--- config.mk ---
export PLATFORM = sky130hd
export DESIGN_NAME = mac_operand_feeder
export DESIGN_NICKNAME = d
export VERILOG_FILES = /design/src/rtl/mac_operand_feeder.sv
export SDC_FILE = /design/constraint.sdc
export NUM_CORES = 1
export LEC_CHECK = 0
export ABC_AREA = 1
export CORE_MARGIN = 1
export CORE_UTILIZATION = 55
export DETAILED_ROUTE_END_ITERATION = 8
export DONT_BUFFER_PORTS = 1
export GPL_TIMING_DRIVEN = 0
export PLACE_DENSITY = 0.7
export SLEW_MARGIN = 20
export SYNTH_ARGS = -nofsm -noshare
export SYNTH_HDL_FRONTEND = slang
export SYNTH_SLANG_ARGS = --single-unit
--- constraint.sdc ---
create_clock -name clk -period 3.1 [get_ports clk]
set_input_delay 0.31 -clock clk [delete_from_list [all_inputs] [get_ports clk]]
set_output_delay 0.31 -clock clk [all_outputs]
set_load 0.05 [all_outputs]
--- src/rtl/mac_operand_feeder.sv ---
// Operand FIFO plus issue sequencer that presents one operand set at a time to a MAC.
// Optional build macro FEEDER_WAIT_RESULT_EN adds a WAIT state gated by mac_valid_output.
module mac_operand_feeder #(
    parameter int DEPTH     = 4,
    parameter int TRI_HOLD  = 4,
    parameter int SUMP_HOLD = 2,
    parameter int GAP       = 1
) (
    input  logic                     clk,
    input  logic                     reset,
    input  logic                     in_valid,
    output logic                     in_ready,
    input  logic                     in_mode,
    input  logic                     in_last,
    input  logic [7:0]               in_a,
    input  logic [7:0]               in_x,
    input  logic [7:0]               in_b,
    input  logic [7:0]               in_c,
    output logic                     valid_input,
    output logic                     last_input,
    output logic                     mode,
    output logic [7:0]               num_a,
    output logic [7:0]               num_x,
    output logic [7:0]               num_b,
    output logic [7:0]               num_c,
    input  logic                     mac_valid_output,
    output logic                     busy,
    output logic [$clog2(DEPTH):0]   count
);

    localparam int AW   = $clog2(DEPTH);
    localparam int CW   = AW + 1;
    localparam int MAXH = (TRI_HOLD > SUMP_HOLD) ?
                          ((TRI_HOLD > GAP) ? TRI_HOLD : GAP) :
                          ((SUMP_HOLD > GAP) ? SUMP_HOLD : GAP);
    localparam int HW   = $clog2(MAXH + 1);

    localparam logic [CW-1:0] FULL       = CW'(DEPTH);
    localparam logic [HW-1:0] TRI_LAST   = HW'(TRI_HOLD - 1);
    localparam logic [HW-1:0] SUMP_LAST  = HW'(SUMP_HOLD - 1);
    localparam logic [HW-1:0] GAP_LAST   = HW'(GAP - 1);

    typedef struct packed {
        logic       mode;
        logic       last;
        logic [7:0] a;
        logic [7:0] x;
        logic [7:0] b;
        logic [7:0] c;
    } entry_t;

`ifdef FEEDER_WAIT_RESULT_EN
    typedef enum logic [1:0] {S_IDLE, S_ISSUE, S_GAP, S_WAIT} state_t;
`else
    typedef enum logic [1:0] {S_IDLE, S_ISSUE, S_GAP} state_t;
`endif

    entry_t          r_mem [DEPTH];
    logic [AW-1:0]   r_wr_ptr;
    logic [AW-1:0]   r_rd_ptr;
    logic [CW-1:0]   r_count;
    state_t          r_state;
    state_t          w_state_nxt;
    logic [HW-1:0]   r_hold;
    logic [HW-1:0]   w_hold_nxt;

    logic            r_valid;
    logic            r_last;
    logic            r_mode;
    logic [7:0]      r_num_a;
    logic [7:0]      r_num_x;
    logic [7:0]      r_num_b;
    logic [7:0]      r_num_c;

    logic            w_push;
    logic            w_pop;
    logic            w_load;
    entry_t          w_head;
    entry_t          w_in_entry;
    logic [HW-1:0]   w_head_hold;

    // in_ready looks only at the registered count, so a full FIFO rejects a push even on a pop cycle.
    assign in_ready    = (r_count != FULL);
    assign w_push      = in_valid && in_ready;
    assign w_in_entry  = {in_mode, in_last, in_a, in_x, in_b, in_c};
    assign w_head      = r_mem[r_rd_ptr];
    assign w_head_hold = w_head.mode ? TRI_LAST : SUMP_LAST;

`ifndef FEEDER_WAIT_RESULT_EN
    logic w_unused_mac_valid;
    assign w_unused_mac_valid = mac_valid_output;
`endif

    // NOTE: every signal driven here gets a default first so no latch is inferred on untaken paths.
    always_comb begin
        w_state_nxt = r_state;
        w_hold_nxt  = r_hold;
        w_pop       = 1'b0;
        w_load      = 1'b0;
        case (r_state)
            S_IDLE: begin
                if (r_count != '0) w_load = 1'b1;
            end
            S_ISSUE: begin
                if (r_hold == '0) begin
                    w_pop       = 1'b1;
                    w_state_nxt = S_GAP;
                    w_hold_nxt  = GAP_LAST;
                end else begin
                    w_hold_nxt  = r_hold - 1'b1;
                end
            end
            S_GAP: begin
                if (r_hold != '0) begin
                    w_hold_nxt = r_hold - 1'b1;
                end else begin
`ifdef FEEDER_WAIT_RESULT_EN
                    w_state_nxt = S_WAIT;
`else
                    if (r_count != '0) w_load = 1'b1;
                    else               w_state_nxt = S_IDLE;
`endif
                end
            end
`ifdef FEEDER_WAIT_RESULT_EN
            S_WAIT: begin
                if (mac_valid_output) begin
                    if (r_count != '0) w_load = 1'b1;
                    else               w_state_nxt = S_IDLE;
                end
            end
`endif
            default: w_state_nxt = S_IDLE;
        endcase
        if (w_load) begin
            w_state_nxt = S_ISSUE;
            w_hold_nxt  = w_head_hold;
        end
    end

    // NOTE: state uses non-blocking assignments so every register samples pre-edge values.
    always_ff @(posedge clk or negedge reset) begin
        if (!reset) begin
            r_state  <= S_IDLE;
            r_hold   <= '0;
            r_wr_ptr <= '0;
            r_rd_ptr <= '0;
            r_count  <= '0;
        end else begin
            r_state <= w_state_nxt;
            r_hold  <= w_hold_nxt;
            if (w_push) r_wr_ptr <= r_wr_ptr + 1'b1;
            if (w_pop)  r_rd_ptr <= r_rd_ptr + 1'b1;
            case ({w_push, w_pop})
                2'b10:   r_count <= r_count + 1'b1;
                2'b01:   r_count <= r_count - 1'b1;
                default: r_count <= r_count;
            endcase
        end
    end

    // NOTE: the FIFO storage has no reset; entries are only read after being written.
    always_ff @(posedge clk) begin
        if (w_push) r_mem[r_wr_ptr] <= w_in_entry;
    end

    // MAC-facing registers are captured only at an entry boundary, so they cannot change mid-issue.
    always_ff @(posedge clk or negedge reset) begin
        if (!reset) begin
            r_valid <= 1'b0;
            r_last  <= 1'b0;
            r_mode  <= 1'b0;
            r_num_a <= '0;
            r_num_x <= '0;
            r_num_b <= '0;
            r_num_c <= '0;
        end else if (w_load) begin
            r_valid <= 1'b1;
            r_last  <= w_head.mode | w_head.last;
            r_mode  <= w_head.mode;
            r_num_a <= w_head.a;
            r_num_x <= w_head.x;
            r_num_b <= w_head.b;
            r_num_c <= w_head.c;
        end else if (w_state_nxt != S_ISSUE) begin
            r_valid <= 1'b0;
            r_last  <= 1'b0;
        end
    end

    assign valid_input = r_valid;
    assign last_input  = r_last;
    assign mode        = r_mode;
    assign num_a       = r_num_a;
    assign num_x       = r_num_x;
    assign num_b       = r_num_b;
    assign num_c       = r_num_c;
    assign count       = r_count;
    assign busy        = (r_state != S_IDLE) || (r_count != '0);

endmodule

=== Yosys cells after proc, flatten, opt, wreduce, memory -nomap -nowiden ===
Memory sizes are Yosys's and may differ from the RTL's.
Index checks and enable logic that the tools add are counted.

* RAM bits: 136
* Flip-flop bits (word level): 47
* Logic and storage cells: 58
* Output and inout bits: 40
* Input bits: 38
* Memories kept: 1

{| class="wikitable"
|+ Memories
! name !! words !! width !! rd ports !! clocked after memory_dff !! write ports !! line !! text
|-
| r_mem || 4 || 34 || 1 || 0 || 1 || 58 || <nowiki>entry_t r_mem [DEPTH];</nowiki>
|}

* $add $sub $neg: 5
* Muxes and demuxes: 21
* Reduce and logical (&&, ||, !) cells: 11
* Equal/unequal tests: 7
* Bitwise gates (word level): 1

{| class="wikitable"
|+ Operators by type and width
! kind !! number
|-
| $pmux 3 s2 || 2
|-
| $mux 2 || 5
|-
| $mux 1 || 9
|-
| $mux 3 || 3
|-
| $reduce_bool 3->1 || 3
|-
| $ne 3x3->1 const B || 2
|-
| $pmux 2 s3 || 1
|-
| $reduce_bool 2->1 || 3
|-
| $sub 3x1->3 const B || 2
|-
| $add 2x1->2 const B || 2
|-
| $eq 2x1->1 const B || 2
|-
| $eq 2x2->1 const B || 2
|-
| $add 3x1->3 const B || 1
|-
| $logic_not 3->1 || 1
|-
| $logic_not 2->1 || 1
|-
| $ne 2x1->1 const B || 1
|-
| $pmux 1 s2 || 1
|-
| $reduce_and 2->1 || 1
|-
| $logic_and 1x1->1 || 1
|-
| $logic_or 1x1->1 || 1
|-
| $or 1x1->1 || 1
|}

=== Depth between registers and ports, before layout ===
* Word-level depth: 8
* Depth in mapped cells: 12

=== Least setup slack after synthesis ===
OpenSTA, ideal clock, no wires.

* Kind: register to register
* From: register r_count[0] (netlist: count[0])
* To: memory r_mem[0][0] in the netlist's numbering (enable)
* Path buffers: 0
* Period minus slack after synthesis: 3.414 ns
* Path slack: -0.314 ns
* Stages on the path, launching flop included: 5
* Data arrival time: 2.989 ns
* Setup time: 0.425 ns
* Cells stage by stage: dfrtp_1 -> inv_1 -> nand3_1 -> nand2_2 -> nor2_1

* Word-level cells in the longest chain between the ends: 4

{| class="wikitable"
|+ RTL lines
! what !! line !! text
|-
| from (decl) || 61 || <nowiki>logic [CW-1:0] r_count;</nowiki>
|-
| from (signal assigned) || 155 || <nowiki>2'b10: r_count <= r_count + 1'b1;</nowiki>
|-
| from (signal assigned) || 156 || <nowiki>2'b01: r_count <= r_count - 1'b1;</nowiki>
|-
| from (signal assigned) || 157 || <nowiki>default: r_count <= r_count;</nowiki>
|-
| $ne 3x3->1 || 83 || <nowiki>assign in_ready = (r_count != FULL);</nowiki>
|-
| via in_ready || 12 || <nowiki>output logic in_ready,</nowiki>
|-
| $logic_and 1x1->1 || 84 || <nowiki>assign w_push = in_valid && in_ready;</nowiki>
|-
| $mux 1 || 164 || <nowiki>if (w_push) r_mem[r_wr_ptr] <= w_in_entry;</nowiki>
|-
| $mux 1 (not written as such) || 164 ||
|-
| to (decl) || 58 ||
|}

The timed path passes the listed nets, and every way through them passes these cells.

=== Worst setup path in the final report ===
* From: register r_count[0] (netlist: count[0])
* To: register r_count[2] (netlist: count[2])

* Word-level cells in the longest chain between the ends: 4

{| class="wikitable"
|+ RTL lines
! what !! line !! text
|-
| $ne 3x3->1 * || 83 ||
|-
| via in_ready || 12 ||
|-
| $logic_and 1x1->1 * || 84 ||
|-
| $eq 2x1->1 or $eq 2x2->1 (tied branches) || 154 || <nowiki>case ({w_push, w_pop})</nowiki>
|-
| $pmux 3 s2 or $reduce_bool 2->1 (tied branches) || n/a ||
|}

Mark *: on every way through the listed nets, which the timed path passes. The rest lies on a longest branch.
A chain may end at the register's enable or synchronous reset.

==> impl_metrics.py <==
metrics = {
    "run_status": {
        "status": "finished clean",
    },
    "cells_and_area": {
        "nets": 706,
        "fillers": 961,
        "stdcell_area_sq_um": 8590,
        "multi_input_area_sq_um": 1690,
        "diodes": 0,
        "drive_above_1_share": 0.117,
        "syn_to_final_growth_pct": 18.8,
        "seqCellArea_sq_um": 5260,
        "postLayoutCoreUtil": 0.675,
    },
    "sta": {
        "slew_headroom": 0.492,
        "fin_crit_sh": 0.923,
        "tightestPinTransition_ns": 0.761,
        "hold_violations": 0,
        "setup_viol": 0,
        "setup_slack_ns": 0.239,
        "fin_worst_skew_ns": 0.0167,
        "fmax_ghz": 0.349,
        "fin_setup_tns_ns": 0,
        "slew_viol_final": 0,
        "grt_setup_unrepaired": "no",
        "period_needed_ns": 2.86,
    },
    "synth": {
        "synth_top_area_frac": 0.565,
        "synth.area.top_cells": "edfxtp_1 56%, dfrtp_1 16%, nand2_1 6.4%, nor2_1 5.6%, o21ai_1 4.3%",
        "yosysSeqAreaShare": 0.728,
        "synth.avg_cell_area_sq_um": 12.0,
        "netlist_instances": 600,
        "yosys_warnings": 0,
        "syn-num-nets": 646,
        "synth_area_sq_um": 7230,
        "synth_cell_type_count": 25,
        "yosys.area.top_type": "edfxtp_1",
        "ys_ff_latch": 183,
    },
    "pwr": {
        "peakVddDrop_mv": 0.783,
        "p_leak_nw": 3.36,
        "power_density_nw_per_um2": 1120,
    },
    "setup_path": {
        "crit_arrival_ns": 3.19,
        "critical_path.slowest_cell": "dfrtp_1",
        "worstSetupPathType": "reg2reg",
        "crit_top_cell": "inv_1",
        "cp-end-kind": "flip-flop",
        "cp_cell_sequence": "inv_1, nand3_1, nand2_4, ha_1, inv_1, fa_1, a21oi_1, o21ai_0, xor2_1",
        "required_ns": 3.42,
        "cp_max_fo": 8,
        "crit_path_start_kind": "flip-flop",
        "ff2ff_setup_slack_ns": 0.24,
        "cp_slowest_stage_delay_ns": 0.58,
    },
    "clocking": {
        "cts_sinks": 183,
        "clk_path_buf_depth": 2,
        "clk_latency_ns": 0.44,
        "cts-buffers-inserted": 17,
        "clockRootBuffer": "clkbuf_16",
        "htree_levels": 4,
        "cts.clk_slew.worst_paths_ns": 0.07,
        "postCtsSetupRepairBufs": 0,
        "cts_tree": "done",
    },
    "grt": {
        "antenna_found_initial": 0,
        "grt_usage": 0.245,
        "grt_pass1_vias": 4665,
        "gr-total-overflow": 0,
        "grt_start_max_net_pins": 48,
        "grt_pass1_wl_mm": 23.6,
    },
    "placement": {
        "globalplace.congestion": 0.741,
        "dp_slack_ns": 0.124,
        "dp_hpwl_mm": 9.18,
        "placed_area_sq_um": 7600,
        "io_buffers": 0,
    },
    "die": {
        "initial_utilization": 0.568,
        "core-area_sq_um": 12700,
        "row_count": 41,
        "dieArea_sq_um": 13600,
        "chipWidth_um": 117,
        "die_y_um": 117,
        "ioPinCount": 78,
    },
    "drt": {
        "drtIter0Drc": 408,
        "drcViolationCount": 0,
        "antenna_left": 0,
        "vias_per_cell": 5.42,
        "num_vias": 4576,
        "wl_per_cell_um": 18.1,
        "routed_wl_mm": 15.3,
        "dr.pass1.iters": 5,
    },
    "run": {
        "drv_cap": 0,
    },
    "worst_hold_path": {
        "worst_hold_path_type": "in2reg",
    },
}
-- layout make-up --
type | instances | area share
Multi-Input combinational cell | 366 | 0.197
Sequential cell | 183 | 0.612
Clock buffer | 21 | 0.0559
Tap cell | 172 | 0.0251
Timing Repair Buffer | 41 | 0.0591
Inverter | 22 | 0.0102
Buffer | 29 | 0.0262
Clock inverter | 11 | 0.0140
-- worst paths after layout --
kind | to | start | cells after the start
min | r_wr_ptr[1]$_DFFE_PN0P_ | in_valid | 2
min reg2reg | r_hold[0]$_DFFE_PN0P_ | r_hold[0]$_DFFE_PN0P_ | 2
min in group asynchronous | count[2]$_DFFE_PN0P_ | reset | 2
max in group asynchronous | num_c[2]$_DFFE_PN0P_ | reset | 2
max | count[2]$_DFFE_PN0P_ | count[0]$_DFFE_PN0P_ | 9
max reg2reg | count[2]$_DFFE_PN0P_ | count[0]$_DFFE_PN0P_ | 9
-- timing repair --
action                     CTS  global route
setup endpoints to repair    0            16
resized for setup            0             1
hold buffers                36             0
hold endpoints to repair   183             0
-- stage by stage --
stage / std cells / total power [mW] / hold WS [ns]
CTS: 845 / 9.70 / 0.246
finish: 845 / 9.66 / 0.148
floorplan: 600 / 6.53 / 0.0144
global route: 845 / 10.2 / 0.158
detailed placement: 777 / 7.46 / 0.0155
global placement: 772 / 7.24 / 0.0156
-- per-layer routing --
metal  track usage  vias up  wire length [um]
met1         0.314     2238              6310
met2         0.402      165              7760
met4        0.0903        0               206
li1              -     2155                 -
met3        0.0659       18               986
met5             0        -                 0
-- flip-flops by register name (all words and copies together) (netlist names) --
signal	flops
r_state	2
valid_input	1
r_hold	3
num_b	8
mode	1
num_c	8
r_rd_ptr	2
r_wr_ptr	2
last_input	1
r_mem	136
num_x	8
count	3
num_a	8
-- power by group --
group | internal (mW) | switching (mW) | leakage, nW | total (mW)
combinational | 1.05 | 1.95 | 1.24 | 3.00
sequential | 3.33 | 1.15 | 1.82 | 4.48
clock | 1.27 | 0.904 | 0.300 | 2.18
total | 5.65 | 4.01 | 3.36 | 9.66
-- kinds of logic (layout without fill, tap and decap cells) --
logic type | Yosys count | count (layout) | synth area share
adder cells (fa/ha/maj) | 8 | 8 | 0.0149
AO/OA/AOI/OAI | 105 | 105 | 0.0730
buffers and inverters | 51 | 124 | 0.0433
flip-flops | 183 | 183 | 0.728
XOR/XNOR | 5 | 5 | 0.00606
AND/OR/NAND/NOR | 248 | 248 | 0.135
-- worst max-delay path: cells and delay by family (launching register included) --
| family | cells | cell delay (ns) |
|---|---|---|
| xor+xnor | 1 | 0.15 |
| fa+ha+maj | 2 | 0.57 |
| simple gates | 2 | 0.90 |
| flops | 1 | 0.58 |
| compound gates | 2 | 0.25 |
| buf+inv | 2 | 0.30 |
-- synthesized netlist by cell type --
| library cell | count |
|---|---|
| nand3_1 | 11 |
| o21ai_0 | 38 |
| clkbuf_2 | 3 |
| nand3_2 | 1 |
| edfxtp_1 | 136 |
| o21ai_1 | 62 |
| inv_4 | 2 |
| inv_2 | 2 |
| nand2_2 | 2 |
| o211ai_1 | 1 |
| dfrtp_1 | 47 |
| nand2_1 | 124 |
| nor2_1 | 108 |
| fa_1 | 1 |
| nand3_4 | 1 |
| buf_6 | 11 |
| xnor2_1 | 2 |
| ha_1 | 7 |
| buf_2 | 9 |
| inv_1 | 18 |
| xor2_1 | 3 |
| a21oi_1 | 4 |
| nor2_4 | 1 |
| clkbuf_1 | 1 |
| buf_4 | 5 |
-- placed cells by master (no fill, tap or decap), types with 2 or more instances in the layout --
| cell | instances |
|---|---|
| a21oi_1 | 4 |
| buf_16 | 5 |
| buf_2 | 9 |
| buf_4 | 5 |
| buf_6 | 11 |
| bufinv_16 | 2 |
| clkbuf_16 | 17 |
| clkbuf_2 | 3 |
| clkbuf_8 | 4 |
| clkinv_2 | 4 |
| clkinv_4 | 2 |
| dfrtp_1 | 47 |
| dlygate4sd3_1 | 35 |
| edfxtp_1 | 136 |
| ha_1 | 7 |
| inv_1 | 18 |
| inv_2 | 2 |
| inv_4 | 3 |
| nand2_1 | 124 |
| nand3_1 | 11 |
| nor2_1 | 104 |
| nor2_4 | 5 |
| o21ai_0 | 38 |
| o21ai_1 | 62 |
| xnor2_1 | 2 |
| xor2_1 | 3 |
Power figures use the tool's default switching activity.
